**config.mk**
```make
export PLATFORM = sky130hd
export DESIGN_NAME = vram_write_queue
export DESIGN_NICKNAME = d
export VERILOG_FILES = /design/src/rtl/vram_pkg.sv /design/src/rtl/sync_fifo.sv /design/src/rtl/vram_write_queue.sv
export SDC_FILE = /design/constraint.sdc
export NUM_CORES = 1
export LEC_CHECK = 0
export CORE_MARGIN = 4
export CORE_UTILIZATION = 50
export DETAILED_ROUTE_END_ITERATION = 7
export PLACE_DENSITY = 0.72
export SKIP_LAST_GASP = 1
export SYNTH_ARGS = -nofsm -noshare
export SYNTH_HDL_FRONTEND = slang
export SYNTH_SLANG_ARGS = --single-unit
```
**constraint.sdc**
```tcl
create_clock -name clk -period 2.2 [get_ports clk]
set_input_delay 0.33 -clock clk [delete_from_list [all_inputs] [get_ports clk]]
set_output_delay 0.33 -clock clk [all_outputs]
set_load 0.02 [all_outputs]
```
**src/rtl/vram_pkg.sv**
```systemverilog
// Shared video-RAM definitions: port widths, screen window and the packed
// write entry used between the CPU snoop queue and the VRAM arbiter.
package vram_pkg;

    localparam int VRAM_AW = 14;
    localparam int VRAM_DW = 16;

    localparam logic [15:0] SCREEN_BASE  = 16'h4000;
    localparam int          SCREEN_WORDS = 8192;

    typedef struct packed {
        logic [VRAM_AW-1:0] addr;
        logic [VRAM_DW-1:0] data;
    } vram_wr_t;

endpackage

```
**src/rtl/sync_fifo.sv**
```systemverilog
// Single-clock FIFO with power-of-two depth. Pushes while full and pops while
// empty are ignored, so callers may drive push/pop without extra gating.
module sync_fifo #(
    parameter int WIDTH = 30,
    parameter int DEPTH = 4
) (
    input  logic             clk,
    input  logic             resetn,
    input  logic             push,
    input  logic [WIDTH-1:0] din,
    input  logic             pop,
    output logic             full,
    output logic             empty,
    output logic [WIDTH-1:0] head
);

    localparam int AW = $clog2(DEPTH);

    logic [WIDTH-1:0] mem [DEPTH];
    logic [AW-1:0]    wr_ptr;
    logic [AW-1:0]    rd_ptr;
    logic [AW:0]      count;
    logic             do_push;
    logic             do_pop;

    assign full    = (count == (AW+1)'(DEPTH));
    assign empty   = (count == '0);
    assign do_push = push && !full;
    assign do_pop  = pop && !empty;
    assign head    = mem[rd_ptr];

    always_ff @(posedge clk) begin
        if (do_push) begin
            mem[wr_ptr] <= din;
        end
    end

    always_ff @(posedge clk or negedge resetn) begin
        if (!resetn) begin
            wr_ptr <= '0;
            rd_ptr <= '0;
            count  <= '0;
        end else begin
            if (do_push) begin
                wr_ptr <= wr_ptr + AW'(1);
            end
            if (do_pop) begin
                rd_ptr <= rd_ptr + AW'(1);
            end
            // Simultaneous push and pop leaves the occupancy unchanged.
            case ({do_push, do_pop})
                2'b10:   count <= count + (AW+1)'(1);
                2'b01:   count <= count - (AW+1)'(1);
                default: count <= count;
            endcase
        end
    end

endmodule

```
**src/rtl/vram_write_queue.sv**
```systemverilog
// Snoops CPU writes, keeps those inside the screen window and drains them one
// at a time into the VRAM arbiter write port.
module vram_write_queue #(
    parameter int          DEPTH        = 4,
    parameter logic [15:0] SCREEN_BASE  = vram_pkg::SCREEN_BASE,
    parameter int          SCREEN_WORDS = vram_pkg::SCREEN_WORDS
) (
    input  logic                         clk,
    input  logic                         resetn,
    input  logic                         cpu_we,
    input  logic [14:0]                  cpu_addr,
    input  logic [15:0]                  cpu_data,
    output logic                         cpu_ready,
    output logic                         wren,
    output logic [vram_pkg::VRAM_AW-1:0] waddr,
    output logic [vram_pkg::VRAM_DW-1:0] wdata,
    input  logic                         wrack,
    output logic                         idle,
    output logic                         overflow
);

    localparam int unsigned WIN_LO = 32'(SCREEN_BASE);
    localparam int unsigned WIN_HI = WIN_LO + 32'(SCREEN_WORDS);

    vram_pkg::vram_wr_t                  entry_in;
    vram_pkg::vram_wr_t                  head;
    logic                                in_window;
    logic                                fifo_full;
    logic                                fifo_empty;
    logic                                push;
    logic [vram_pkg::VRAM_AW-1:0]        rebased;

    assign in_window = (32'(cpu_addr) >= WIN_LO) && (32'(cpu_addr) < WIN_HI);
    assign rebased   = cpu_addr[vram_pkg::VRAM_AW-1:0] - SCREEN_BASE[vram_pkg::VRAM_AW-1:0];
    assign entry_in  = '{addr: rebased, data: cpu_data};
    assign push      = cpu_we && in_window && !fifo_full;

    sync_fifo #(
        .WIDTH ($bits(vram_pkg::vram_wr_t)),
        .DEPTH (DEPTH)
    ) u_fifo (
        .clk    (clk),
        .resetn (resetn),
        .push   (push),
        .din    (entry_in),
        .pop    (wrack),
        .full   (fifo_full),
        .empty  (fifo_empty),
        .head   (head)
    );

    // Handshake: wren is "valid" for the head entry and wrack is a one-cycle
    // "taken" pulse; the head pops on wrack, and wren drops in that same cycle
    // so the arbiter never sees the consumed entry requested twice.
    assign wren      = !fifo_empty && !wrack;
    assign waddr     = fifo_empty ? '0 : head.addr;
    assign wdata     = fifo_empty ? '0 : head.data;
    assign cpu_ready = !fifo_full;
    assign idle      = fifo_empty;

    // A same-cycle pop does not rescue a write that arrives while full.
    always_ff @(posedge clk or negedge resetn) begin
        if (!resetn) begin
            overflow <= 1'b0;
        end else if (cpu_we && in_window && fifo_full) begin
            overflow <= 1'b1;
        end
    end

endmodule
```
==> results of run 1 <==
through the flow:
step / hold WS (ps) / setup TNS, ps / instances / setup WS [ps] / utilization [%]
2_1_floorplan: 34.41 / 0 / 234 / 183.7 / -
3_3_place_gp: 508.7 / 0 / 449 / 74.32 / 62.21
3_5_place_dp: 497.9 / 0 / 449 / 49.71 / 62.21
4_1_cts: 94.62 / -3693 / 491 / -210.2 / 68.78
5_1_grt: 110.5 / -4555 / 492 / -185.7 / 71.72
6_report: 109.4 / -2528 / 492 / -131.0 / 71.72
sequential cells by signal, indices dropped and copies added (netlist names):
signal / cells
u_fifo.rd_ptr: 2
u_fifo.wr_ptr: 2
u_fifo.count: 3
overflow: 1
u_fifo.mem: 120
cell families (layout without fill, tap and decap cells):
kind of cell,count (synthesis),count (layout),synth area share [%]
xor gates and xnor gates,6,6,1.051
and+or+nand+nor,44,44,5.255
buffers and inverters,16,141,1.877
muxes,31,31,13.74
AOI/OAI and AO/OA,3,3,0.3502
adders and majority gates,6,6,1.652
DFF,128,128,76.08
synth_stat cells:
| cell | instances | area, µm² |
|---|---|---|
| a21oi_1 | 1 | 5.000 |
| and2_1 | 4 | 25.02 |
| buf_2 | 3 | 15.01 |
| buf_6 | 4 | 45.04 |
| clkbuf_1 | 3 | 11.26 |
| dfrtp_1 | 8 | 200.2 |
| edfxtp_1 | 120 | 3603 |
| fa_1 | 1 | 20.02 |
| ha_1 | 5 | 62.56 |
| inv_1 | 6 | 22.52 |
| mux2_2 | 1 | 11.26 |
| mux4_2 | 30 | 675.7 |
| nand2_1 | 3 | 11.26 |
| nand3b_1 | 1 | 7.510 |
| nor2_1 | 4 | 15.01 |
| nor2b_1 | 31 | 193.9 |
| nor3_2 | 1 | 10.01 |
| o21ai_0 | 1 | 5.000 |
| o21bai_1 | 1 | 7.510 |
| xnor2_1 | 2 | 17.52 |
| xor2_1 | 4 | 35.03 |
layer usage:
metal | vias to the layer above | track usage (%) | routed length [µm]
li1 | 1153 | - | -
met1 | 1321 | 22.87 | 4077
met2 | 66 | 31.93 | 5127
met3 | 17 | 5.254 | 402
met4 | 0 | 5.771 | 145
met5 | - | 0 | 0
timing repair:
item | 4_1_cts | 5_1_grt
pin swaps | 1 | 0
endpoints found under the setup margin | 32 | 30
buffers inserted | 8 | 2
resized for setup | 144 | 81
cloned | 2 | 0
layout make-up:
class | count | area (µm²)
inverters | 6 | 22.52
well taps | 133 | 166.4
repair buffers | 103 | 1145
multi-input cells | 90 | 1299
flip-flops and latches | 128 | 3805
clock buffers | 18 | 417.9
clock inverters | 14 | 155.1
fillers | 608 | 2764
final timing paths:
check / slack (ps) / end
min in group clk: 430 / overflow
hold reg to reg: 500 / overflow
hold / removal: 110 / overflow
max in group asynchronous: 1790 / u_fifo.rd_ptr[0]
setup reg to reg: 230 / u_fifo.count[2]
setup / recovery: -130 / waddr[11]
power by group through the flow:
| stage | clock network, µW | registers [µW] | logic (µW) |
|---|---|---|---|
| final | 2660 | 3000 | 4070 |
| after global routing | 2840 | 3020 | 4320 |
| after floorplan | 0 | 3010 | 1910 |
| after detailed placement | 0 | 3050 | 3280 |
| after global placement | 0 | 3040 | 3240 |
| after CTS | 2700 | 3000 | 3420 |
==> run_results.csv, run 1 <==
group,metric,value,unit
logic_synthesis,syn_nets,275,
worst_setup_path,crit_required,1870,ps
routing,vias,2557,
sta,fmax,429.0,MHz
grt,grt_max_degree,18,
min_path,hold_class,"primary input to async pin",
power,power_frac_clock,27.4,%
floorplanning,fp.dieW,108.0,µm
power,combPwrFrac,41.8,%
worst_setup_path,cp_cell_sequence,"buf_6, buf_12, mux4_2, nor2b_2, buf_6",
power,cellPowerDensity,1389,nW/µm²
clocking,cts_max_path_buffers,2,
worst_setup_path,path_buf_inv,3,
cells_and_area,final_cell_mix,"120 x edfxtp_1, 36 x clkdlybuf4s50_1, 31 x buf_6, 30 x mux4_2, 24 x nor2b_4",
sta,worst_pin_slew,390.0,ps
worst_setup_path,cp-start-kind,"register",
routing,wl_per_cell,19.82,µm
sta,fin_ws,-131.0,ps
floorplanning,io_pins,69,
sta,rsz0062_at_grt,"true",
sta,skew,6.106,ps
logic_synthesis,syn_avg_cell_area,21.37,µm²
worst_setup_path,path_class,"register to output port",
sta,fin_crit_sh,106.0,%
sta,setup_viol,30,
worst_setup_path,crit_fanout,5,
clocking,cts_buffers,17,
cells_and_area,final_area,7010,µm²
clocking,path_clk_slew,60,ps
clocking,cts_sinks,128,
placed_design,port_buffers,68,
clocking,ctsHoldBuffers,0,
routing,drt_first_iter_violations,142,
routing,vias_per_cell,5.197,
flow_run,cap_viol_max_count,0,
worst_setup_path,reg2reg_depth,9,
routing,antenna_left,0,
sta,max_slew_margin,73.92,%
sta,final.min_clock_period,2331,ps
worst_setup_path,worstSetupPathDepth,5,
power,p_int,6781,µW
worst_setup_path,crit_top_cell,"buf_6",
power,power,9734,µW
cells_and_area,area_growth,40.22,%
grt,gr-total-overflow,0,
worst_setup_path,cp-end-kind,"output port",
cells_and_area,drive_gt1_share,44.01,%
sta,hold_viol_final,0,
grt,grtUsageTotal,18.53,%
status,failed_checks,"setup timing",
sta,drv_slew,0,
clocking,clk_latency,510,ps
cells_and_area,final_common_cell,"edfxtp_1",
power,ir_drop,0.8032,mV
status,run_status,"finished with violations",
worst_setup_path,crit_start,"u_fifo.rd_ptr[0]",
floorplanning,die_h,108.0,µm
clocking,cts_root_buf,"clkbuf_8",
logic_synthesis,syn_area,5000,µm²
grt,grt_antenna_before_repair,0,
power,switching_power,2953,µW
logic_synthesis,syn_inst,234,
worst_setup_path,slowest_stage,"mux4_2",
placed_design,dp_hpwl,5961,µm
clocking,cts_htree_levels,4,
worst_setup_path,crit_family,"multiplexers",
floorplanning,dieArea,11660,µm²
floorplanning,start_util,51.15,%
placed_design,place_area,6081,µm²
cells_and_area,nets,387,
placed_design,place_congestion,0.6546,
cells_and_area,antenna_cells,0,
power,power_leakage,0.002557,µW
grt,first_global_vias,2789,
power,swShare,30.34,%
grt,grt_pass1_wl,15550,µm
worst_setup_path,max_stage_delay,490,ps
logic_synthesis,yosys_warnings,0,
routing,drt-pass1-iter-count,4,
power,seqPwrFrac,30.8,%
logic_synthesis,ys_ff_latch,128,
worst_setup_path,timing.rr.start,"u_fifo.count[0]",
routing,wl,9753,µm
logic_synthesis,ys_types,21,
worst_setup_path,critical_path_arrival,2000,ps
floorplanning,coreArea,9774,µm²
routing,route.detailed.drc,0,
clocking,tritoncts,"built",
floorplanning,rows,36,
logic_synthesis,synth_seq_area_share,76.08,%
No activity file was read; power rests on OpenSTA's default activity.
==> run 2: changes to the inputs <==
--- a/config.mk
+++ b/config.mk
@@ -5,6 +5,8 @@
 export SDC_FILE = /design/constraint.sdc
 export NUM_CORES = 1
 export LEC_CHECK = 0
+export ABC_CLOCK_PERIOD_IN_PS = 2200
+export CORE_ASPECT_RATIO = 0.6
 export CORE_MARGIN = 4
 export CORE_UTILIZATION = 50
 export DETAILED_ROUTE_END_ITERATION = 7
==> run_results.csv, run 2 (synthesis gave the netlist of run 1 again) <==
group,metric,value,unit
power,p_int,6915,µW
routing,antenna_left,0,
grt,grt_antenna_before_repair,0,
power,switching_power,2850,µW
cells_and_area,drive_gt1_share,40.11,%
grt,grtUsageTotal,18.40,%
clocking,clk_latency,410,ps
cells_and_area,area_growth,37.91,%
clocking,ctsHoldBuffers,0,
grt,grt_pass1_wl,15480,µm
power,power_frac_clock,32.2,%
floorplanning,coreArea,9459,µm²
clocking,cts_buffers,17,
routing,drt-pass1-iter-count,4,
routing,vias,2548,
cells_and_area,fin_util,72.90,%
cells_and_area,final_common_cell,"edfxtp_1",
sta,drv_slew,0,
status,run_status,"finished with violations",
routing,vias_per_cell,5.319,
sta,fmax,454.1,MHz
power,cellPowerDensity,1416,nW/µm²
sta,worst_pin_slew,428.6,ps
power,seqPwrFrac,30.7,%
min_path,hold_class,"primary input to async pin",
placed_design,port_buffers,68,
worst_setup_path,cp-end-kind,"output port",
floorplanning,rows,27,
clocking,tritoncts,"built",
power,power_leakage,0.002504,µW
grt,grt_max_degree,24,
clocking,path_clk_slew,60,ps
worst_setup_path,crit_top_cell,"buf_12",
routing,drt_first_iter_violations,149,
sta,rsz0062_at_grt,"true",
routing,route.detailed.drc,0,
floorplanning,dieArea,11720,µm²
worst_setup_path,crit_fanout,8,
worst_setup_path,critical_path_arrival,1870,ps
sta,hold_viol_final,0,
worst_setup_path,path_class,"register to output port",
sta,max_slew_margin,71.34,%
clocking,cts_max_path_buffers,2,
status,failed_checks,"setup timing",
cells_and_area,multiInputGateArea,1244,µm²
worst_setup_path,cp_cell_sequence,"buf_12, buf_12, mux4_2, nor2b_1, buf_2",
flow_run,cap_viol_max_count,0,
floorplanning,fp.dieW,137.1,µm
sta,fin_setup_tns,-3.517,ps
cells_and_area,largest_reg_flops,120,
grt,gr-total-overflow,0,
sta,fin_ws,-2.094,ps
worst_setup_path,crit_required,1870,ps
floorplanning,io_pins,69,
cells_and_area,seqCellArea,3805,µm²
worst_setup_path,cp-start-kind,"register",
power,combPwrFrac,37.1,%
cells_and_area,fill_cells,544,
grt,first_global_vias,2717,
sta,fin_crit_sh,100.1,%
clocking,cts_root_buf,"clkbuf_16",
cells_and_area,antenna_cells,0,
worst_setup_path,max_stage_delay,500,ps
worst_setup_path,slowest_stage,"mux4_2",
routing,wl,9867,µm
power,swShare,29.19,%
floorplanning,start_util,52.86,%
power,ir_drop,0.8551,mV
cells_and_area,regMostFlops,"u_fifo.mem",
placed_design,dp_hpwl,5932,µm
sta,final.min_clock_period,2202,ps
clocking,cts_htree_levels,4,
sta,skew,7.224,ps
cells_and_area,nets,377,
placed_design,place_congestion,0.6908,
clocking,cts_sinks,128,
routing,wl_per_cell,20.60,µm
cells_and_area,final_cell_mix,"120 x edfxtp_1, 36 x clkdlybuf4s50_1, 30 x mux4_2, 18 x buf_6",
cells_and_area,reg_top3,"u_fifo.mem x120, u_fifo.count x3",
sta,setup_viol,2,
floorplanning,die_h,85.46,µm
[run 2: layout make-up]
| class | instances | area share, % |
|---|---|---|
| clock inverters | 13 | 3.411 |
| well taps | 130 | 2.359 |
| repair buffers | 93 | 14.41 |
| multi-input cells | 90 | 18.04 |
| clock buffers | 19 | 6.278 |
| flip-flops and latches | 128 | 55.18 |
| inverters | 6 | 0.3266 |
[run 2: repair_timing]
item,CTS,global route
gates cloned,2,0
hold endpoints to repair,0,0
buffers inserted,4,0
endpoints found under the setup margin,32,33
gates resized for setup,141,50
pin swaps,1,0
[run 2: routing by layer]
layer  GRT usage (%)  wire length (µm)
met1           25.50              4621
met5               0                 0
met3           5.628               539
met2           28.06              4643
met4           6.341                63
[run 2: through the flow]
step | std cells | power [µW] | cell area [µm²] | setup WS (ps) | hold slack [ps]
3_5_place_dp | 442 | 6282 | 6060 | -93.83 | 474.1
3_3_place_gp | 442 | 6270 | 6060 | -24.05 | 468.1
4_1_cts | 480 | 9487 | 6738 | -45.26 | 226.9
2_1_floorplan | 234 | 4920 | 5000 | 183.7 | 34.41
6_report | 479 | 9766 | 6895 | -2.094 | 232.5
5_1_grt | 479 | 10210 | 6895 | -73.07 | 247.3
[run 2: worst paths after layout]
| check | start | to | slack, ps | cells after the start |
|---|---|---|---|---|
| max reg2reg | u_fifo.count[2] | u_fifo.count[2] | 180 | 9 |
| max | u_fifo.rd_ptr[0] | waddr[7] | -2 | 5 |
| min | resetn | u_fifo.wr_ptr[0] | 230 | 1 |
| min reg2reg | overflow | overflow | 490 | 1 |
| min in group clk | overflow | overflow | 490 | 1 |
| max in group asynchronous | resetn | u_fifo.rd_ptr[0] | 1650 | 1 |
[run 2: power groups by stage]
stage	registers (µW)	clock network, µW	logic, µW
floorplan	3010	0	1910
finish	3000	3140	3620
CTS	3000	3190	3300
global route	3020	3320	3870
global placement	3040	0	3230
detailed placement	3050	0	3240
[run 2: worst max-delay path, delay by kind of cell, from the launching register on]
family                 cells  cell delay, ps
flip-flops                 1             400
AND/OR/NAND/NOR            1             140
buffers and inverters      3             430
multiplexers               1             500
==> run 3: changes to the inputs <==
--- a/config.mk
+++ b/config.mk
@@ -12,6 +12,7 @@
 export DETAILED_ROUTE_END_ITERATION = 7
 export PLACE_DENSITY = 0.72
 export SKIP_LAST_GASP = 1
+export SLEW_MARGIN = 20
 export SYNTH_ARGS = -nofsm -noshare
 export SYNTH_HDL_FRONTEND = slang
 export SYNTH_SLANG_ARGS = --single-unit
==> results of run 3 <==
Same layout as run 2: the final DEF is identical, and so are final timing and power.
